File: src/rtl/tomasulo_pkg.sv
// Shared Tomasulo definitions: "value present" tag marker, entry states and opcodes.
package tomasulo_pkg;

  // All-ones tag marks an operand whose value is already held; users slice it to TAG_W.
  localparam logic [31:0] NO_TAG = 32'hFFFF_FFFF;

  typedef enum logic [1:0] {
    ST_FREE  = 2'd0,
    ST_WAIT  = 2'd1,
    ST_READY = 2'd2,
    ST_EXEC  = 2'd3
  } ent_state_e;

  localparam logic [2:0] OP_SOM = 3'b000;
  localparam logic [2:0] OP_SUB = 3'b001;

endpackage

File: src/rtl/reservation_station_age_select.sv
// Oldest-ready picker: grants the ready entry that no other ready entry is older than.
module age_select #(
  parameter int ENTRIES = 3
) (
  input  logic [ENTRIES-1:0]         ready,
  input  logic [ENTRIES*ENTRIES-1:0] older,  // older[i*ENTRIES+j]: entry i was dispatched before j
  output logic [ENTRIES-1:0]         grant
);

  // An entry wins when it is ready and no ready entry predates it; the age order is total.
  always_comb begin
    grant = '0;
    for (int i = 0; i < ENTRIES; i++) begin
      grant[i] = ready[i];
      for (int j = 0; j < ENTRIES; j++) begin
        if (ready[j] && older[j*ENTRIES+i]) grant[i] = 1'b0;
      end
    end
  end

endmodule

File: src/rtl/reservation_station.sv
// Reservation station: holds dispatched ops until operands arrive, issues oldest-ready first,
// frees an entry when its own result appears on the common data bus.
module reservation_station
  import tomasulo_pkg::*;
#(
  parameter int DATA_W     = 9,
  parameter int ENTRIES    = 3,
  parameter int TAG_W      = 4,
  parameter int STATION_ID = 0,
  parameter int OP_W       = 3
) (
  input  logic                         clk,
  input  logic                         rst_n,
  input  logic                         flush,
  input  logic                         disp_valid,
  output logic                         disp_ready,
  input  logic [OP_W-1:0]              disp_op,
  input  logic [2:0]                   disp_dst,
  input  logic [DATA_W-1:0]            disp_vj,
  input  logic [DATA_W-1:0]            disp_vk,
  input  logic [TAG_W-1:0]             disp_qj,
  input  logic [TAG_W-1:0]             disp_qk,
  output logic [TAG_W-1:0]             disp_tag,
  input  logic                         cdb_valid,
  input  logic [TAG_W-1:0]             cdb_tag,
  input  logic [DATA_W-1:0]            cdb_data,
  output logic                         iss_valid,
  input  logic                         iss_ready,
  output logic [OP_W-1:0]              iss_op,
  output logic [DATA_W-1:0]            iss_a,
  output logic [DATA_W-1:0]            iss_b,
  output logic [2:0]                   iss_dst,
  output logic [TAG_W-1:0]             iss_tag,
  output logic [$clog2(ENTRIES+1)-1:0] count,
  output logic                         full,
  output logic                         empty
);

  localparam int CNT_W = $clog2(ENTRIES+1);
  localparam logic [TAG_W-1:0] NO_T = NO_TAG[TAG_W-1:0];

  function automatic logic [TAG_W-1:0] own_tag(input int idx);
    return TAG_W'(STATION_ID*ENTRIES + idx);
  endfunction

  ent_state_e        state_q [ENTRIES];
  ent_state_e        state_d [ENTRIES];
  logic [TAG_W-1:0]  qj_q [ENTRIES], qj_d [ENTRIES];
  logic [TAG_W-1:0]  qk_q [ENTRIES], qk_d [ENTRIES];
  logic [DATA_W-1:0] vj_q [ENTRIES], vj_d [ENTRIES];
  logic [DATA_W-1:0] vk_q [ENTRIES], vk_d [ENTRIES];
  logic [OP_W-1:0]   op_q [ENTRIES], op_d [ENTRIES];
  logic [2:0]        dst_q [ENTRIES], dst_d [ENTRIES];
  logic [ENTRIES-1:0] age_q [ENTRIES], age_d [ENTRIES];  // age_q[i][j]: i is older than j
  logic [CNT_W-1:0]  count_q, count_d;
  logic              full_q, full_d, empty_q, empty_d;

  logic [ENTRIES-1:0]         ready_vec, grant, alloc_oh;
  logic [ENTRIES*ENTRIES-1:0] older_flat;
  logic                       disp_fire, iss_fire;

  // Lowest free slot is the allocation target; also flatten state for the age picker.
  always_comb begin
    alloc_oh   = '0;
    disp_ready = 1'b0;
    disp_tag   = '0;
    ready_vec  = '0;
    older_flat = '0;
    for (int i = 0; i < ENTRIES; i++) begin
      ready_vec[i] = (state_q[i] == ST_READY);
      for (int j = 0; j < ENTRIES; j++) older_flat[i*ENTRIES+j] = age_q[i][j];
      if (!disp_ready && state_q[i] == ST_FREE) begin
        disp_ready  = 1'b1;
        alloc_oh[i] = 1'b1;
        disp_tag    = own_tag(i);
      end
    end
  end

  age_select #(.ENTRIES(ENTRIES)) u_age_select (
    .ready (ready_vec),
    .older (older_flat),
    .grant (grant)
  );

  assign iss_valid = |ready_vec;
  assign iss_fire  = iss_valid && iss_ready;
  assign disp_fire = disp_valid && disp_ready;

  // Issue outputs are an AND-OR mux on the one-hot grant, so they read zero when nothing is ready.
  always_comb begin
    iss_op  = '0;
    iss_a   = '0;
    iss_b   = '0;
    iss_dst = '0;
    iss_tag = '0;
    for (int i = 0; i < ENTRIES; i++) begin
      iss_op  = iss_op  | ({OP_W{grant[i]}}   & op_q[i]);
      iss_a   = iss_a   | ({DATA_W{grant[i]}} & vj_q[i]);
      iss_b   = iss_b   | ({DATA_W{grant[i]}} & vk_q[i]);
      iss_dst = iss_dst | ({3{grant[i]}}      & dst_q[i]);
      iss_tag = iss_tag | ({TAG_W{grant[i]}}  & own_tag(i));
    end
  end

  // Per-entry next state: CDB wakeup, issue, completion, then allocation of the free slot.
  always_comb begin
    logic byp_j, byp_k;
    byp_j = cdb_valid && (disp_qj != NO_T) && (cdb_tag == disp_qj);
    byp_k = cdb_valid && (disp_qk != NO_T) && (cdb_tag == disp_qk);
    for (int i = 0; i < ENTRIES; i++) begin
      state_d[i] = state_q[i];
      qj_d[i]    = qj_q[i];
      qk_d[i]    = qk_q[i];
      vj_d[i]    = vj_q[i];
      vk_d[i]    = vk_q[i];
      op_d[i]    = op_q[i];
      dst_d[i]   = dst_q[i];
      age_d[i]   = age_q[i];
    end
    for (int i = 0; i < ENTRIES; i++) begin
      case (state_q[i])
        ST_WAIT: begin
          if (cdb_valid && qj_q[i] != NO_T && qj_q[i] == cdb_tag) begin
            qj_d[i] = NO_T;
            vj_d[i] = cdb_data;
          end
          if (cdb_valid && qk_q[i] != NO_T && qk_q[i] == cdb_tag) begin
            qk_d[i] = NO_T;
            vk_d[i] = cdb_data;
          end
          if (qj_d[i] == NO_T && qk_d[i] == NO_T) state_d[i] = ST_READY;
        end
        ST_READY: if (iss_fire && grant[i]) state_d[i] = ST_EXEC;
        ST_EXEC:  if (cdb_valid && cdb_tag == own_tag(i)) state_d[i] = ST_FREE;
        default: ;
      endcase
    end
    if (disp_fire) begin
      for (int i = 0; i < ENTRIES; i++) begin
        if (alloc_oh[i]) begin
          op_d[i]    = disp_op;
          dst_d[i]   = disp_dst;
          qj_d[i]    = byp_j ? NO_T : disp_qj;
          qk_d[i]    = byp_k ? NO_T : disp_qk;
          vj_d[i]    = byp_j ? cdb_data : disp_vj;
          vk_d[i]    = byp_k ? cdb_data : disp_vk;
          state_d[i] = (qj_d[i] == NO_T && qk_d[i] == NO_T) ? ST_READY : ST_WAIT;
          // Newest entry: older than nobody, younger than everyone else.
          age_d[i] = '0;
          for (int j = 0; j < ENTRIES; j++) begin
            if (j != i) age_d[j][i] = 1'b1;
          end
        end
      end
    end
    count_d = '0;
    for (int i = 0; i < ENTRIES; i++) begin
      if (state_d[i] != ST_FREE) count_d = count_d + CNT_W'(1);
    end
    full_d  = (count_d == CNT_W'(ENTRIES));
    empty_d = (count_d == '0);
  end

  // Control state: reset beats flush, flush beats all traffic of the cycle.
  always_ff @(posedge clk) begin
    if (!rst_n) begin
      for (int i = 0; i < ENTRIES; i++) begin
        state_q[i] <= ST_FREE;
        qj_q[i]    <= NO_T;
        qk_q[i]    <= NO_T;
        age_q[i]   <= '0;
      end
      count_q <= '0;
      full_q  <= 1'b0;
      empty_q <= 1'b1;
    end else if (flush) begin
      for (int i = 0; i < ENTRIES; i++) state_q[i] <= ST_FREE;
      count_q <= '0;
      full_q  <= 1'b0;
      empty_q <= 1'b1;
    end else begin
      for (int i = 0; i < ENTRIES; i++) begin
        state_q[i] <= state_d[i];
        qj_q[i]    <= qj_d[i];
        qk_q[i]    <= qk_d[i];
        age_q[i]   <= age_d[i];
      end
      count_q <= count_d;
      full_q  <= full_d;
      empty_q <= empty_d;
    end
  end

  // Payload fields carry no reset; they are only observed through a granted, valid entry.
  always_ff @(posedge clk) begin
    for (int i = 0; i < ENTRIES; i++) begin
      vj_q[i]  <= vj_d[i];
      vk_q[i]  <= vk_d[i];
      op_q[i]  <= op_d[i];
      dst_q[i] <= dst_d[i];
    end
  end

  assign count = count_q;
  assign full  = full_q;
  assign empty = empty_q;

endmodule

File: config.mk
export PLATFORM = sky130hd
export DESIGN_NAME = reservation_station
export DESIGN_NICKNAME = d
export VERILOG_FILES = /design/src/rtl/tomasulo_pkg.sv /design/src/rtl/reservation_station_age_select.sv /design/src/rtl/reservation_station.sv
export SDC_FILE = /design/constraint.sdc
export NUM_CORES = 1
export LEC_CHECK = 0
export ABC_CLOCK_PERIOD_IN_PS = 7100
export CELL_PAD_IN_SITES_DETAIL_PLACEMENT = 2
export CELL_PAD_IN_SITES_GLOBAL_PLACEMENT = 2
export CORE_MARGIN = 2
export CORE_UTILIZATION = 36
export DETAILED_ROUTE_END_ITERATION = 8
export HOLD_SLACK_MARGIN = 0.05
export PLACE_DENSITY = 0.94
export SYNTH_ARGS = -nofsm -noshare
export SYNTH_HDL_FRONTEND = slang
export SYNTH_SLANG_ARGS = --single-unit
File: constraint.sdc
create_clock -name clk -period 7.1 [get_ports clk]
set_input_delay 1.775 -clock clk [delete_from_list [all_inputs] [get_ports clk]]
set_output_delay 1.775 -clock clk [all_outputs]
set_load 0.05 [all_outputs]
# Word level (Yosys, flattened, before mapping)
# Memories as Yosys holds them, arrays and structs flattened.
# Index checks and enable logic that the tools add are counted.
[totals] inputBits=51 ram_bits=111 latchBits=0 word_cells=263 output_inout_bits=38 reg_bits=4 romBits=0 mem_count=8
[op_classes] muxes=126 order_cmp=0 div=0 n_mul=0 bitwise=37 addsub=2 n_eq_ne=36 shift=0 reduce_logical=51
[mem_list] memory="vj_q" depth=3 word_bits=9 read_ports=3 rd_clocked_by_memory_dff=0 wr=3 line_no="reservation_station.sv:50" text="logic [DATA_W-1:0] vj_q [ENTRIES], vj_d [ENTRIES];"
[mem_list] memory="vk_q" depth=3 word_bits=9 read_ports=3 rd_clocked_by_memory_dff=0 wr=3 line_no="reservation_station.sv:51" text="logic [DATA_W-1:0] vk_q [ENTRIES], vk_d [ENTRIES];"
[mem_list] memory="qj_q" depth=3 word_bits=4 read_ports=3 rd_clocked_by_memory_dff=0 wr=3 line_no="reservation_station.sv:48" text="logic [TAG_W-1:0] qj_q [ENTRIES], qj_d [ENTRIES];"
[mem_list] memory="qk_q" depth=3 word_bits=4 read_ports=3 rd_clocked_by_memory_dff=0 wr=3 line_no="reservation_station.sv:49" text="logic [TAG_W-1:0] qk_q [ENTRIES], qk_d [ENTRIES];"
[mem_list] memory="age_q" depth=3 word_bits=3 read_ports=3 rd_clocked_by_memory_dff=0 wr=3 line_no="reservation_station.sv:54" text="logic [ENTRIES-1:0] age_q [ENTRIES], age_d [ENTRIES];"
[mem_list] memory="dst_q" depth=3 word_bits=3 read_ports=3 rd_clocked_by_memory_dff=0 wr=3 line_no="reservation_station.sv:53" text="logic [2:0] dst_q [ENTRIES], dst_d [ENTRIES];"
[mem_list] memory="+2 memories"
[ops] op="two-way mux 9 bit" count=23
[ops] op="two-way mux 4 bit" count=32
[ops] op="AND 9 bit" count=6
[ops] op="two-way mux 27 bit" count=2
[ops] op="two-way mux 2 bit" count=22
[ops] op="logical AND 1 bit" count=39
[ops] op="two-way mux 3 bit" count=12
[ops] op="bitwise OR 9 bit" count=4
[ops] op="== test 4 bit" count=8
[ops] op="== test 4 bit, second input constant" count=8
[ops] op="inequality test 4 bit, second input constant" count=8
[ops] op="two-way mux 1 bit" count=29
[ops] op="two-way mux 12 bit" count=2
[ops] op="AND 3 bit" count=6
[ops] op="case mux 2 bit (3 select lines)" count=3
[ops] op="bitwise OR 1 bit" count=15
[ops] op="== test 2 bit, second input constant" count=7
[ops] op="bitwise OR 3 bit" count=4
[ops] op="logical NOT 2 bit" count=4
[ops] op="== test 2 x 1 -> 1 bit, second input constant" count=3
[ops] op="two-way mux 6 bit" count=1
[ops] op="nonzero test 2 bit" count=3
[ops] op="adder 2 x 1 -> 2 bit, second input constant" count=2
[ops] op="== test 4 x 1 -> 1 bit, second input constant" count=1
[ops] op="7 further kinds" count=8

# Depth between registers and ports, before layout
# An unclocked memory read counts as a cell.
[logic_depth] ltp_word=19 mapped_depth=10

# By module
# Synthesis repeated with hierarchy kept, for this count alone.
[hier_totals] hier_cells=617 hier_area_um2=5769.3
[by_module_without_submodules] mod="reservation_station" area_each_um2=5724.2 n_inst=1 seq_area_each_um2=2782.7 cells_per_inst=611
[by_module_without_submodules] mod="age_select" area_each_um2=45.0 n_inst=1 seq_area_each_um2=0.0 cells_per_inst=6

# Worst setup path after synthesis
# OpenSTA, ideal clock, no wires.
[synth_timing] path_type="flip-flop to output port" from="memory state_q[0][5] (netlist bit)" to="output iss_b[3]" path_slack_ps=3317 arrival_ps=2008 n_path_buf=2 path_stages_with_launch=7 t_required_ps=5325 cell_sequence="edfxtp_1 buf_2 nor2b_1 a221oi_2 buf_2 a222oi_1 inv_1"
[synth_lines] element="start: declaration" line_no="reservation_station.sv:46" text="ent_state_e state_q [ENTRIES];"
[synth_lines] element="end: declaration" line_no="reservation_station.sv:31" text="output logic [DATA_W-1:0] iss_b,"

==> impl_metrics.tcl <==
set metrics [dict create \
    outcome "finished clean" \
    io_pins 89 \
    syn_to_final_growth_pct 21.6 \
    ys_warn_count 0 \
    clock_skew_ns 0.00761 \
    core_region_area_sq_mm 0.0153 \
    finalMaxSlewViolations 0 \
    p_per_area_mw_per_mm2 262 \
    critPathLaunchType "register" \
    setup_ws_ns 2.16 \
    cts.sinks 112 \
    vdd_drop_max_uv 130 \
    critPathTopFamily "buffers and inverters" \
    cts_made_buffers 9 \
    tritoncts "built" \
    maxCapViolations 0 \
    crit_required_ns 5.33 \
    post-cts-setup-buffers 0 \
    crit_chain "nor2b_1, a221oi_2, buf_4, a222oi_1, inv_1, clkdlybuf4s50_1" \
    power.leakage_nw 2.54 \
    netlist.top_cell.by_area "edfxtp_1" \
    globalplace.congestion 0.915 \
    r2r-start "state_q[0][1]" \
    drcViolationCount 0 \
    vias 5372 \
    track_usage_pct 27.6 \
    timing.final.crit_share_pct 69.6 \
    endpoint_kind "output port" \
    synth.most_common_cell "o22ai_1" \
    yosys.area.top_type_share_pct 28.8 \
    num-nets-final 707 \
    tightest_slew_ns 1.16 \
    multi_input_area_sq_mm 0.00250 \
    fp.dieW_microns 129 \
    clk_pin_slew_ns 0.08 \
    grt_max_degree 33 \
    worstHoldStart "vj_q[0][11]" \
    finalHoldViolations 0 \
    drt-total-wl_mm 22.6 \
    worstPathArrival_ns 3.16 \
    n_fill_cell 1619 \
    cts_hold_buf 0 \
    timing.slew.headroom_pct 22.4 \
    crit_start "state_q[0][5]" \
    cts_buffer_depth 2 \
    netlist_instances 582 \
    clk_latency_ns 0.36 \
    row_count 45 \
    fp.dieH_microns 129 \
    async_reset_ff_share_pct 0 \
    seqCellArea_sq_mm 0.00278 \
    ant_nets 0 \
    synth.distinct_cells 64 \
    setup_viol 0 \
    total_power_w 0.00180 \
    slowest_stage "clkdlybuf4s50_1" \
    rsz0062_at_grt "no" \
    vias_per_cell 6.17 \
    drtIter0Drc 444 \
    cp_max_fo 25 \
    place_hpwl_mm 15.4 \
    htreeDepth 3 \
    start_util_pct 36.9 \
    grt_pass1_wl_mm 35.0 \
    die_area_sq_mm 0.0167 \
    postSynthAreaPerCell_sq_um 9.69 \
    max_stage_delay_ns 0.82 \
    finalCriticalPeriod_ns 4.94 \
    tns_ns 0 \
    antenna_found_initial 0 \
    yosys-top-cells-area "edfxtp_1, dfxtp_1, o22ai_1, a21oi_1, a222oi_1" \
    cp_num_buf_inv 3 \
    synth_flop_cell "dfxtp_1" \
    grt_overflow 0 \
    antenna_cells 0 \
    grt_pass1_vias 6038 \
    hold_slack_ns 0.523 \
    ctsResizeCount 0 \
    yosys-top-cells-count "o22ai_1, dfxtp_1, edfxtp_1" \
    crit_type "reg -> out" \
    ys_ff_latch 112 \
    port_buffers 84 \
    synth_area_sq_mm 0.00564 \
    max_clock_freq_ghz 0.202 \
    hold_class "reg -> reg" \
    yosysSeqAreaShare_pct 49.4 \
    clock-root-buffer "clkbuf_16" \
    synth_edf_count 54 \
    wire_per_inst_microns 25.9 \
    first_pass_iters 7 \
    drive_gt1_share_pct 7.59 \
    pre_cts_ws_ns 2.37 \
]
-- where the power goes --
group          internal (W)  switching [W]
Sequential         0.000767      0.0000625
Clock              0.000241       0.000254
Combinational      0.000169       0.000304
-- registers in the layout, indices dropped and copies added, names as in the netlist --
signal	flops
age_q	6
count	2
dst_q	9
empty	1
full	1
op_q	9
qj_q	12
qk_q	12
state_q	6
vj_q	27
vk_q	27
-- final cells by class --
cell class	count	area share (%)
Sequential cell	112	40.6
Multi-Input combinational cell	398	36.4
Timing Repair Buffer	88	12.7
Tap cell	211	3.85
Clock buffer	10	3.34
Inverter	45	2.48
Clock inverter	6	0.602
-- cells in the final DEF, fill, tap and decap left out, types with 3 or more instances in the layout --
| cell | netlist | routed |
|---|---|---|
| xnor2_1 | 17 | 17 |
| a222oi_1 | 24 | 24 |
| nand2b_1 | 6 | 6 |
| buf_4 | 10 | 4 |
| inv_1 | 41 | 41 |
| a21oi_2 | 7 | 7 |
| o211ai_1 | 3 | 3 |
| nor2b_1 | 4 | 3 |
| or2_2 | 4 | 4 |
| dfxtp_1 | 58 | 58 |
| a211oi_1 | 4 | 4 |
| nand3b_1 | 4 | 4 |
| nand3_1 | 10 | 10 |
| o21ai_0 | 9 | 9 |
| o22ai_1 | 77 | 77 |
| clkdlybuf4s50_1 | 0 | 84 |
| nand2_1 | 47 | 47 |
| o21ai_2 | 4 | 4 |
| a21oi_1 | 50 | 50 |
| a221oi_2 | 3 | 3 |
| inv_2 | 3 | 3 |
| and2_1 | 4 | 4 |
| clkbuf_16 | 0 | 9 |
| conb_1 | 2 | 10 |
| and3_1 | 6 | 6 |
| nor2_1 | 39 | 39 |
| xor2_1 | 9 | 9 |
| nor3_1 | 8 | 8 |
| edfxtp_1 | 54 | 54 |
| a211o_1 | 3 | 3 |
| nand4_1 | 5 | 5 |
| a31oi_1 | 3 | 3 |
| nor4_1 | 3 | 3 |
-- cell families after synthesis --
logic type | count (synthesis) | synth area share [%]
multiplexers | 1 | 0.178
AO/OA/AOI/OAI | 205 | 25.0
flip-flops | 112 | 49.4
XOR/XNOR | 26 | 4.04
adder cells (fa/ha/maj) | 2 | 0.444
AND/OR/NAND/NOR | 154 | 13.9
other | 2 | 0.133
buffers and inverters | 80 | 6.90
-- worst paths after layout --
kind	cells after the start	end	slack, ns
hold reg to reg	2	vj_q[0][11]	0.52
setup reg to reg	7	qk_q[0][5]	4.42
setup / recovery	6	iss_b[0]	2.16
hold / removal	2	vj_q[0][11]	0.52
-- worst reg2reg max path, cell delays in order (launching register included) --
cell and delay [ns]:
edfxtp_1 0.55, nor2_4 0.12, nor3_2 0.29, nand2_2 0.25, inv_2 0.36, nand2_1 0.44
o22ai_1 0.33, nand2_1 0.10
-- metal layers --
layer  GRT usage [%]  wire length (microns)
met1            31.6                   8490
met2            50.5                  11900
met4            11.8                    839
met3            4.87                   1270
met5               0                      0
-- through the flow --
stage / area [sq um] / cells / util, %
floorplan: 5670 / 590 / -
global placement: 6590 / 854 / 43.2
detailed placement: 6590 / 854 / 43.2
CTS: 6860 / 870 / 44.9
global route: 6860 / 870 / 44.9
finish: 6860 / 870 / 44.9
(Power assumes the default switching activity.)
